$ cat src/rtl/mem_port_arbiter.sv
// Two-requester arbiter for the shared instruction/data memory port.
// Requester 0 is the core (C), requester 1 is the boot loader / debug DMA (L).
// One access is outstanding at a time. Ties go round-robin against the last
// requester served. Each access waits for i_m_ready and gives up after
// TIMEOUT cycles, reporting o_err together with the done pulse.
module mem_port_arbiter #(
  parameter int ADDR_W  = 32,
  parameter int DATA_W  = 32,
  parameter int TIMEOUT = 15
) (
  input  logic              i_clk,
  input  logic              i_rstn,
  // core requester
  input  logic              i_c_req,
  input  logic              i_c_we,
  input  logic [ADDR_W-1:0] i_c_addr,
  input  logic [DATA_W-1:0] i_c_wdata,
  output logic              o_c_done,
  output logic [DATA_W-1:0] o_c_rdata,
  // loader requester
  input  logic              i_l_req,
  input  logic              i_l_we,
  input  logic [ADDR_W-1:0] i_l_addr,
  input  logic [DATA_W-1:0] i_l_wdata,
  output logic              o_l_done,
  output logic [DATA_W-1:0] o_l_rdata,
  // memory side
  output logic              o_m_req,
  output logic              o_m_we,
  output logic [ADDR_W-1:0] o_m_addr,
  output logic [DATA_W-1:0] o_m_wdata,
  input  logic [DATA_W-1:0] i_m_rdata,
  input  logic              i_m_ready,
  // status
  output logic              o_err,
  output logic              o_owner
);

  localparam logic [1:0] IDLE   = 2'd0;
  localparam logic [1:0] ACCESS = 2'd1;
  localparam logic [1:0] DONE   = 2'd2;

  // The counter only has to reach TIMEOUT-1; TIMEOUT >= 2 keeps CNT_W >= 1.
  localparam int              CNT_W    = $clog2(TIMEOUT);
  localparam logic [CNT_W-1:0] CNT_LAST = CNT_W'(TIMEOUT - 1);

  logic [1:0]       state;
  logic             last_served;  // 0 = core, 1 = loader
  logic [CNT_W-1:0] wait_cnt;

  logic             grant_valid;
  logic             grant_sel;    // 0 = core, 1 = loader
  logic             access_end;   // ACCESS finishes this cycle (ready or timeout)

  // Pick the requester to grant from the current request levels.
  always_comb begin
    // NOTE: every signal assigned here gets a default first, so no path
    // through the block leaves it unassigned and no latch is inferred.
    grant_valid = i_c_req | i_l_req;
    grant_sel   = 1'b0;
    if (i_c_req && i_l_req) begin
      grant_sel = ~last_served;
    end else if (i_l_req) begin
      grant_sel = 1'b1;
    end
  end

  assign access_end = (state == ACCESS) && (i_m_ready || (wait_cnt == CNT_LAST));

  // Sequence the IDLE -> ACCESS -> DONE handshake and the timeout counter.
  always_ff @(posedge i_clk or negedge i_rstn) begin
    // NOTE: state registers use non-blocking assignments so every register
    // samples the values from before the edge, whatever the statement order.
    if (!i_rstn) begin
      state       <= IDLE;
      last_served <= 1'b1;
      wait_cnt    <= '0;
      o_m_req     <= 1'b0;
    end else begin
      case (state)
        IDLE: begin
          if (grant_valid) begin
            state    <= ACCESS;
            wait_cnt <= '0;
            o_m_req  <= 1'b1;
          end
        end
        ACCESS: begin
          if (access_end) begin
            state   <= DONE;
            o_m_req <= 1'b0;
          end else begin
            wait_cnt <= wait_cnt + 1'b1;
          end
        end
        DONE: begin
          last_served <= o_owner;
          state       <= IDLE;
        end
        default: begin
          state   <= IDLE;
          o_m_req <= 1'b0;
        end
      endcase
    end
  end

  // Latch the granted requester's command; it stays stable for the whole access.
  always_ff @(posedge i_clk or negedge i_rstn) begin
    if (!i_rstn) begin
      o_owner   <= 1'b0;
      o_m_we    <= 1'b0;
      o_m_addr  <= '0;
      o_m_wdata <= '0;
    end else if (state == IDLE && grant_valid) begin
      o_owner   <= grant_sel;
      o_m_we    <= grant_sel ? i_l_we    : i_c_we;
      o_m_addr  <= grant_sel ? i_l_addr  : i_c_addr;
      o_m_wdata <= grant_sel ? i_l_wdata : i_c_wdata;
    end
  end

  // Capture read data for the owner when memory completes a read.
  always_ff @(posedge i_clk or negedge i_rstn) begin
    if (!i_rstn) begin
      o_c_rdata <= '0;
      o_l_rdata <= '0;
    end else if (state == ACCESS && i_m_ready && !o_m_we) begin
      if (o_owner) begin
        o_l_rdata <= i_m_rdata;
      end else begin
        o_c_rdata <= i_m_rdata;
      end
    end
  end

  // One-cycle done pulse to the owner, with err flagging a timeout.
  always_ff @(posedge i_clk or negedge i_rstn) begin
    if (!i_rstn) begin
      o_c_done <= 1'b0;
      o_l_done <= 1'b0;
      o_err    <= 1'b0;
    end else begin
      o_c_done <= access_end && !o_owner;
      o_l_done <= access_end &&  o_owner;
      o_err    <= access_end && !i_m_ready;
    end
  end

endmodule

$ cat config.mk
export PLATFORM = sky130hd
export DESIGN_NAME = mem_port_arbiter
export DESIGN_NICKNAME = d
export VERILOG_FILES = /design/src/rtl/mem_port_arbiter.sv
export SDC_FILE = /design/constraint.sdc
export NUM_CORES = 1
export LEC_CHECK = 0
export ABC_AREA = 1
export CORE_ASPECT_RATIO = 0.6
export CORE_MARGIN = 4
export CORE_UTILIZATION = 41
export CTS_CLUSTER_DIAMETER = 50
export DETAILED_ROUTE_END_ITERATION = 10
export PLACE_DENSITY = 0.81
export SYNTH_ARGS = -nofsm -noshare
export SYNTH_HDL_FRONTEND = slang
export SYNTH_SLANG_ARGS = --single-unit
$ cat constraint.sdc
create_clock -name i_clk -period 2.1 [get_ports i_clk]
set_clock_uncertainty 0.15 [all_clocks]
set_input_delay 0.21 -clock i_clk [delete_from_list [all_inputs] [get_ports i_clk]]
set_output_delay 0.21 -clock i_clk [all_outputs]
set_load 0.01 [all_outputs]
==> results.txt, run 1 <==
----------------------------------------------------
[Timing]
  Post-route setup TNS ... 0 ns
  Final-report setup violation count ... 0
  Final max-slew violation count ... 0
  Post-route minimum period ... 1.93 ns
  Unrepaired setup endpoints after global routing ... no
  Achievable frequency ... between 500 and 600 MHz
  Worst Tran Pin Value ... between 0.4 and 0.5 ns
  Hold violation count in the final report ... 0
  Final critical-path setup slack ... between 0.15 and 0.2 ns
  Worst slew margin ... 71.1%
  Share of the clock period used by the worst path ... roughly 92%

[Setup path]
  Delay contributed by the slowest stage of the critical path ... between 0.6 and 0.7 ns
  Startpoint kind of the worst setup timing path ... flip-flop
  Crit path max-delay cell type ... sky130_fd_sc_hd__clkdlybuf4s50_1
  Element type at the critical path end ... primary output
  Family with the most delay on the worst path ... buffers and inverters
  Crit path kind ... flip-flop to primary output
  Crit-path cells ... clkdlybuf4s50_1
  Required time of the critical path ... 1.74 ns
  Number of buffer and inverter stages on the critical path ... 1
  Worst Path Max Fanout ... 9
  Data arrival time of the critical path ... 1.57 ns

[Clock network]
  Post-CTS repair timing setup buffer count ... 0
  CTS clock-pin slew for the worst setup and hold paths ... about 0.060 ns
  Clock buffer depth ... 2
  Number of sinks handled by clock tree synthesis ... approximately 140
  Clock insertion delay at the later pin of the skew report ... 0.40 ns
  Htree depth ... 4
  CTS tree ... done
  Num CTS Buffers ... 17
  Buffer type at the clock tree root ... sky130_fd_sc_hd__clkbuf_16

[GRT]
  Wire length of the first global-routing pass ... about 32000 µm
  Vias in the first global route ... 6115
  Largest net degree at the start of global routing ... between 60 and 70
  Global-route usage over all layers ... 22.4%
  Total grt overflow ... 0
  Number of antenna violations at the first check in global routing ... 0

[Layout]
  Multi-input logic area ... around 2300 µm²
  Area of all placed cells without fillers ... between 10000 and 15000 µm²
  Inserted Diodes ... 0
  Synth-to-Final Area Change ... 62.0%
  Area taken by flip-flops and latches ... 3530 µm²
  Filler cells ... about 1200
  Post-layout net count ... around 1200
  Proportion of layout cells with a drive suffix above 1 ... under 10%

[Yosys]
  Syn nets ... 932
  Portion of the post-synthesis area used by sequential elements ... a little under three fifths
  FF+latch count, synth ... around 140
  Cells after synthesis ... around 760
  Post-synthesis area per instance ... just over 8 µm²
  Total standard cell area after synthesis ... 6300 µm²
  Number of warnings printed during yosys synthesis ... 0
  Yosys cell types ... 22

[Placed design]
  Number of port buffers ... 300
  Detail Placement HPWL ... 14500 µm
  Place WS ... between 0.2 and 0.3 ns
  Area of placed instances ... roughly 9600 µm²
  Weighted congestion at the end of routability-driven global placement ... about 0.84

[Die]
  Placeable Area ... about 15000 µm²
  Die extent in y ... 104 µm
  Die area ... approximately 17000 µm²
  Num ports ... between 300 and 400
  Effective utilization at floorplan ... around 43%
  Width of the die ... about 170 µm
  FP Rows ... 34

[Power and ir drop]
  P per Cell Area ... roughly 1400 nW/µm²
  Leakage component of the power ... between 5 and 6 nW
  Worst VDD drop ... between 700 and 800 µV

[Min path]
  Worst hold path class ... input port to asynchronous set/reset pin

[Routing]
  Initial DRC Count ... ~550
  First-pass DRT Iterations ... 5
  Vias post-DR ... ~6000
  WL/cell ... around 16 µm
  Wire length reported by the detailed router ... 19900 µm
  Detailed-route vias per instance ... 4.85
  DR DRC count ... 0
  Antenna Violating Nets Remaining ... 0

[Job]
  Reported max-cap violation count ... 0

[Run status]
  Outcome ... complete, no violations

----------------------------------------------------
## metrics by stage
stage	power (W)	hold WS [ns]	util (%)	instances
2_1_floorplan	0.00752	-0.236	-	763
4_1_cts	0.0145	0.141	69.2	1270
3_3_place_gp	0.0112	0.0122	64.9	1237
3_5_place_dp	0.0113	0.0209	64.9	1237
6_report	0.0144	0.141	69.2	1270
5_1_grt	0.0153	0.181	69.2	1270
## final timing paths
kind,startpoint,end,slack [ns],cells after the start
worst max-delay path,o_owner,o_owner,0.17,1
worst min-delay path,i_rstn,o_c_rdata[13],0.14,2
worst max register to register,last_served,o_m_addr[3],0.43,6
worst min register to register,o_c_rdata[15],o_c_rdata[15],0.32,2
max in group asynchronous,i_rstn,last_served,1.01,3
min in group i_clk,i_m_ready,o_err,0.22,2
## cell usage in the layout (no fill, tap or decap), types with 2 or more instances in the layout
cell / Yosys / routed
sky130_fd_sc_hd__dfrtp_1: 140 / 140
sky130_fd_sc_hd__inv_2: 3 / 3
sky130_fd_sc_hd__nor2_1: 10 / 10
sky130_fd_sc_hd__o211ai_1: 65 / 65
sky130_fd_sc_hd__nand3_1: 71 / 71
sky130_fd_sc_hd__bufinv_16: 0 / 3
sky130_fd_sc_hd__clkbuf_16: 0 / 17
sky130_fd_sc_hd__inv_6: 0 / 3
sky130_fd_sc_hd__clkinv_4: 0 / 3
sky130_fd_sc_hd__ha_1: 2 / 2
sky130_fd_sc_hd__nand2_1: 343 / 342
sky130_fd_sc_hd__inv_8: 0 / 2
sky130_fd_sc_hd__o21ai_0: 2 / 2
sky130_fd_sc_hd__clkinvlp_4: 0 / 2
sky130_fd_sc_hd__inv_1: 70 / 70
sky130_fd_sc_hd__buf_4: 11 / 18
sky130_fd_sc_hd__clkdlybuf4s50_1: 0 / 299
sky130_fd_sc_hd__buf_12: 0 / 6
## Yosys cell counts (all sizes together)
master	count	share of area [%]
dfrtp	140	56
nand2	344	21
dfstp	1	0.42
nor3	1	0.16
buf	32	2.9
clkinv	1	0.059
o211ai	65	7.7
o21ai	2	0.16
a21oi	1	0.079
nand3	71	5.6
ha	2	0.40
nor2	11	0.69
or2	1	0.099
xnor2	1	0.14
inv	73	4.3
clkbuf	16	0.95
a31oi	1	0.099
## cells by family after synthesis
kind of cell | synth area share (%)
AND/OR/NAND/NOR | 27.1
flip-flops | 56.0
buffers and inverters | 8.28
AO/OA/AOI/OAI | 8.08
adder cells (fa/ha/maj) | 0.397
XOR/XNOR | 0.139
## what timing repair did
item / 4_1_cts / 5_1_grt
hold endpoints to repair: 131 / 0
gates resized for setup: 0 / 0
hold buffers: 1 / 0
endpoints found under the setup margin: 0 / 0
## power breakdown
part	switching, W	internal (W)
sequential	0.000745	0.00399
clock	0.00122	0.00190
combinational	0.00321	0.00331
## state kept, by name, summed over array words and instances, names as in the netlist
name / cells
o_c_rdata: 32
o_m_we: 1
last_served: 1
wait_cnt: 4
o_m_req: 1
o_m_wdata: 32
o_l_done: 1
o_c_done: 1
o_l_rdata: 32
o_err: 1
state: 2
o_owner: 1
o_m_addr: 32
## routing by layer
metal / track usage [%] / vias to the layer above / wire, µm
li1: - / 3018 / -
met1: 29.7 / 2868 / 8580
met2: 36.2 / 244 / 9340
met3: 6.23 / 28 / 1570
met4: 6.43 / 0 / 369
met5: 0 / - / 0
## final cells by class
type | instances | share of cell area (%)
flip-flops and latches | 141 | 34.6
repair buffers | 325 | 32.0
multi-input cells | 500 | 22.2
clock buffers | 18 | 4.20
inverters | 74 | 2.72
well taps | 198 | 2.43
clock inverters | 14 | 1.81
Power figures use the tool's default switching activity.
==> run 2, diff against run 1 <==
--- a/config.mk
+++ b/config.mk
@@ -15,3 +15,4 @@
 export SYNTH_ARGS = -nofsm -noshare
 export SYNTH_HDL_FRONTEND = slang
 export SYNTH_SLANG_ARGS = --single-unit
+export TNS_END_PERCENT = 50
==> results of run 2 <==
The final DEF is identical to that of run 1; final timing and power are the same.
==> run 3, diff against run 2 <==
--- a/config.mk
+++ b/config.mk
@@ -6,12 +6,15 @@
 export NUM_CORES = 1
 export LEC_CHECK = 0
 export ABC_AREA = 1
+export CELL_PAD_IN_SITES_DETAIL_PLACEMENT = 1
+export CELL_PAD_IN_SITES_GLOBAL_PLACEMENT = 2
 export CORE_ASPECT_RATIO = 0.6
 export CORE_MARGIN = 4
-export CORE_UTILIZATION = 41
+export CORE_UTILIZATION = 22
 export CTS_CLUSTER_DIAMETER = 50
 export DETAILED_ROUTE_END_ITERATION = 10
-export PLACE_DENSITY = 0.81
+export PLACE_DENSITY_LB_ADDON = 0.1
+export SKIP_CTS_REPAIR_TIMING = 1
 export SYNTH_ARGS = -nofsm -noshare
 export SYNTH_HDL_FRONTEND = slang
 export SYNTH_SLANG_ARGS = --single-unit
==> results.txt, run 3 (same netlist as run 1, synthesis figures left out) <==
----------------------------------------------------
[Run status]
  Outcome ... complete, no violations

[Setup path]
  Family with the most delay on the worst path ... buffers and inverters
  Worst setup path startpoint ... o_owner
  Number of buffer and inverter stages on the critical path ... 1 (unchanged)
  Crit path max-delay cell type ... sky130_fd_sc_hd__clkdlybuf4s50_1
  Crit-path cells ... clkdlybuf4s50_1
  Worst reg-to-reg path cell count ... 7 (+1)
  Element type at the critical path end ... primary output
  Delay contributed by the slowest stage of the critical path ... 0.62 ns (about the same)
  Required time of the critical path ... 1.74 ns (about the same)
  Slack of the worst reg-to-reg path ... 0.41 ns (-0.02 ns)
  End point of the critical path ... o_owner
  Critical Path Stages ... 1 (unchanged)
  Startpoint kind of the worst setup timing path ... flip-flop
  Data arrival time of the critical path ... 1.50 ns (-0.07 ns)
  End of the worst register-to-register path ... o_l_rdata[10]
  Worst Path Max Fanout ... 5 (-4)
  Startpoint of the most critical register-to-register path ... state[1]
  Crit path kind ... flip-flop to primary output

[Routing]
  Wire length reported by the detailed router ... 24900 µm (+25%)
  Antenna Violating Nets Remaining ... 0 (unchanged)
  First-pass DRT Iterations ... 4 (-1)
  WL/cell ... 17.3 µm (+11%)
  Initial DRC Count ... 240 (-56%)
  Detailed-route vias per instance ... 4.22 (-13%)
  DR DRC count ... 0 (unchanged)
  Vias post-DR ... 6049 (-1.8%)

[Layout]
  Most frequent cells in the layout ... 342 x sky130_fd_sc_hd__nand2_1, 299 x sky130_fd_sc_hd__clkdlybuf4s50_1, 140 x sky130_fd_sc_hd__dfrtp_1, 71 x sky130_fd_sc_hd__nand3_1, 70 x sky130_fd_sc_hd__inv_1
  Post-layout net count ... 1223 (-0.41%)
  Final Non-Filler Cells ... 1435 (+13%)
  Synth-to-Final Area Change ... 65.8%
  Area of all placed cells without fillers ... 10500 µm² (+2.4%)
  Proportion of layout cells with a drive suffix above 1 ... 5.34% (-0.72 points)
  Commonest non-fill, non-tap cell in the layout ... sky130_fd_sc_hd__nand2_1
  Layout Utilization ... 37.5% (-32 points)

[Power and ir drop]
  Worst VDD drop ... 663 µV (-12%)
  Sw Share ... 36.4% (+0.42 points)
  Clock power frac ... 22.1% (+0.4 points)
  Portion of total power attributed to sequential cells ... 32.1% (-0.8 points)
  Power share of the combinational group ... 45.8% (+0.5 points)
  Cell-internal power ... 0.00935 W (+1.7%)
  Switching power total ... 0.00536 W (+3.5%)
  P per Cell Area ... 1410 nW/µm² (about the same)
  Leakage component of the power ... 5.06 nW (about the same)

[Timing]
  Worst slew margin ... 71.5% (+0.40 points)
  Final-report setup violation count ... 0 (unchanged)
  Final max-slew violation count ... 0 (unchanged)
  Post-route setup TNS ... 0 ns (unchanged)
  Hold violation count in the final report ... 0 (unchanged)
  Share of the clock period used by the worst path ... 88.7% (-3.1 points)
  Unrepaired setup endpoints after global routing ... no
  Worst Tran Pin Value ... 0.427 ns (-0.00605 ns)
  Achievable frequency ... 537 MHz (+3.5%)
  Post-route minimum period ... 1.86 ns (-0.0653 ns)

[Placed design]
  Area of placed instances ... 9820 µm² (+2.5%)
  Weighted congestion at the end of routability-driven global placement ... 0.710 (-15%)
  Cell Count Post-Placement ... 1401 (+13%)
  Detail Placement HPWL ... 18300 µm (+26%)
  Number of port buffers ... 300 (unchanged)

[Clock network]
  Buffer type at the clock tree root ... sky130_fd_sc_hd__clkbuf_16
  Number of sinks handled by clock tree synthesis ... 141 (unchanged)
  Num CTS Buffers ... 17 (unchanged)
  Clock buffer depth ... 2 (unchanged)
  Clock insertion delay at the later pin of the skew report ... 0.42 ns (+0.02 ns)
  CTS tree ... done
  CTS clock-pin slew for the worst setup and hold paths ... 0.06 ns (about the same)
  Htree depth ... 4 (unchanged)

[GRT]
  Total grt overflow ... 0 (unchanged)
  Global-route usage over all layers ... 16.0% (-6.4 points)
  Number of antenna violations at the first check in global routing ... 0 (unchanged)
  Largest net degree at the start of global routing ... 63 (-3.1%)
  Vias in the first global route ... 6283 (+2.7%)
  Wire length of the first global-routing pass ... 39000 µm (+23%)

[Min path]
  Worst hold path class ... input port to asynchronous set/reset pin

[Die]
  Die area ... 31500 µm² (+80%)
  Placeable Area ... 27900 µm² (+89%)
  Effective utilization at floorplan ... 22.6% (-20 points)
  Num ports ... 301 (unchanged)
  Die extent in y ... 139 µm (+34%)
  Width of the die ... 227 µm (+35%)
  FP Rows ... 47 (+38%)

[Job]
  Reported max-cap violation count ... 0 (unchanged)

----------------------------------------------------
[run 3: cell types whose count changed in the layout (fill, tap and decap cells not counted), sizes merged]
cell / before / now
buf: 25 / 20
clkbuf: 18 / 22
inv: 78 / 74
bufinv: 3 / 4
clkinv: 5 / 4
diode: 0 / 1
[run 3: routing by layer]
metal | track usage (%) | vias to the layer above | share of wire (%)
met5 | 0 | - | 0
met4 | 3.23 | 0 | 1.1
met2 | 23.1 | 136 | 43
met1 | 23.2 | 2898 | 49
li1 | - | 2999 | -
met3 | 5.78 | 16 | 6.3
[run 3: power by group through the flow]
stage	clock network, W	registers [W]	logic, W
finish	0.00325	0.00472	0.00674
floorplan	0	0.00524	0.00228
global route	0.00349	0.00491	0.00743
detailed placement	0	0.00475	0.00690
global placement	0	0.00476	0.00686
CTS	0.00336	0.00475	0.00692
[run 3: worst min-delay path by stage]
| stage | startpoint | to | slack [ns] | cells past startpoint |
|---|---|---|---|---|
| after floorplan | i_rstn | o_c_done | -0.24 | 0 |
| after global placement | i_rstn | o_m_wdata[7] | -0.03 | 1 |
| after detailed placement | i_rstn | o_m_wdata[7] | -0.03 | 1 |
| after CTS | i_rstn | o_m_wdata[7] | -0.51 | 1 |
| after global routing | i_rstn | o_m_wdata[7] | 0.12 | 2 |
| final | i_rstn | o_m_wdata[7] | 0.08 | 2 |
[run 3: final cells by class]
class,instances,area (µm²)
fillers,3271,17400
flip-flops and latches,141,3530
repair buffers,320,3290
multi-input cells,500,2270
well taps,367,459
clock buffers,22,454
inverters,74,278
clock inverters,10,163
diodes,1,2.50
[run 3: stage by stage]
step           worst slack [ns]  total power, W  hold slack [ns]
6_report                  0.236          0.0147           0.0829
5_1_grt                  0.0990          0.0158            0.124
4_1_cts                   0.154          0.0150           -0.507
3_5_place_dp              0.168          0.0117          -0.0301
3_3_place_gp              0.192          0.0116          -0.0278
2_1_floorplan             0.625         0.00752           -0.236
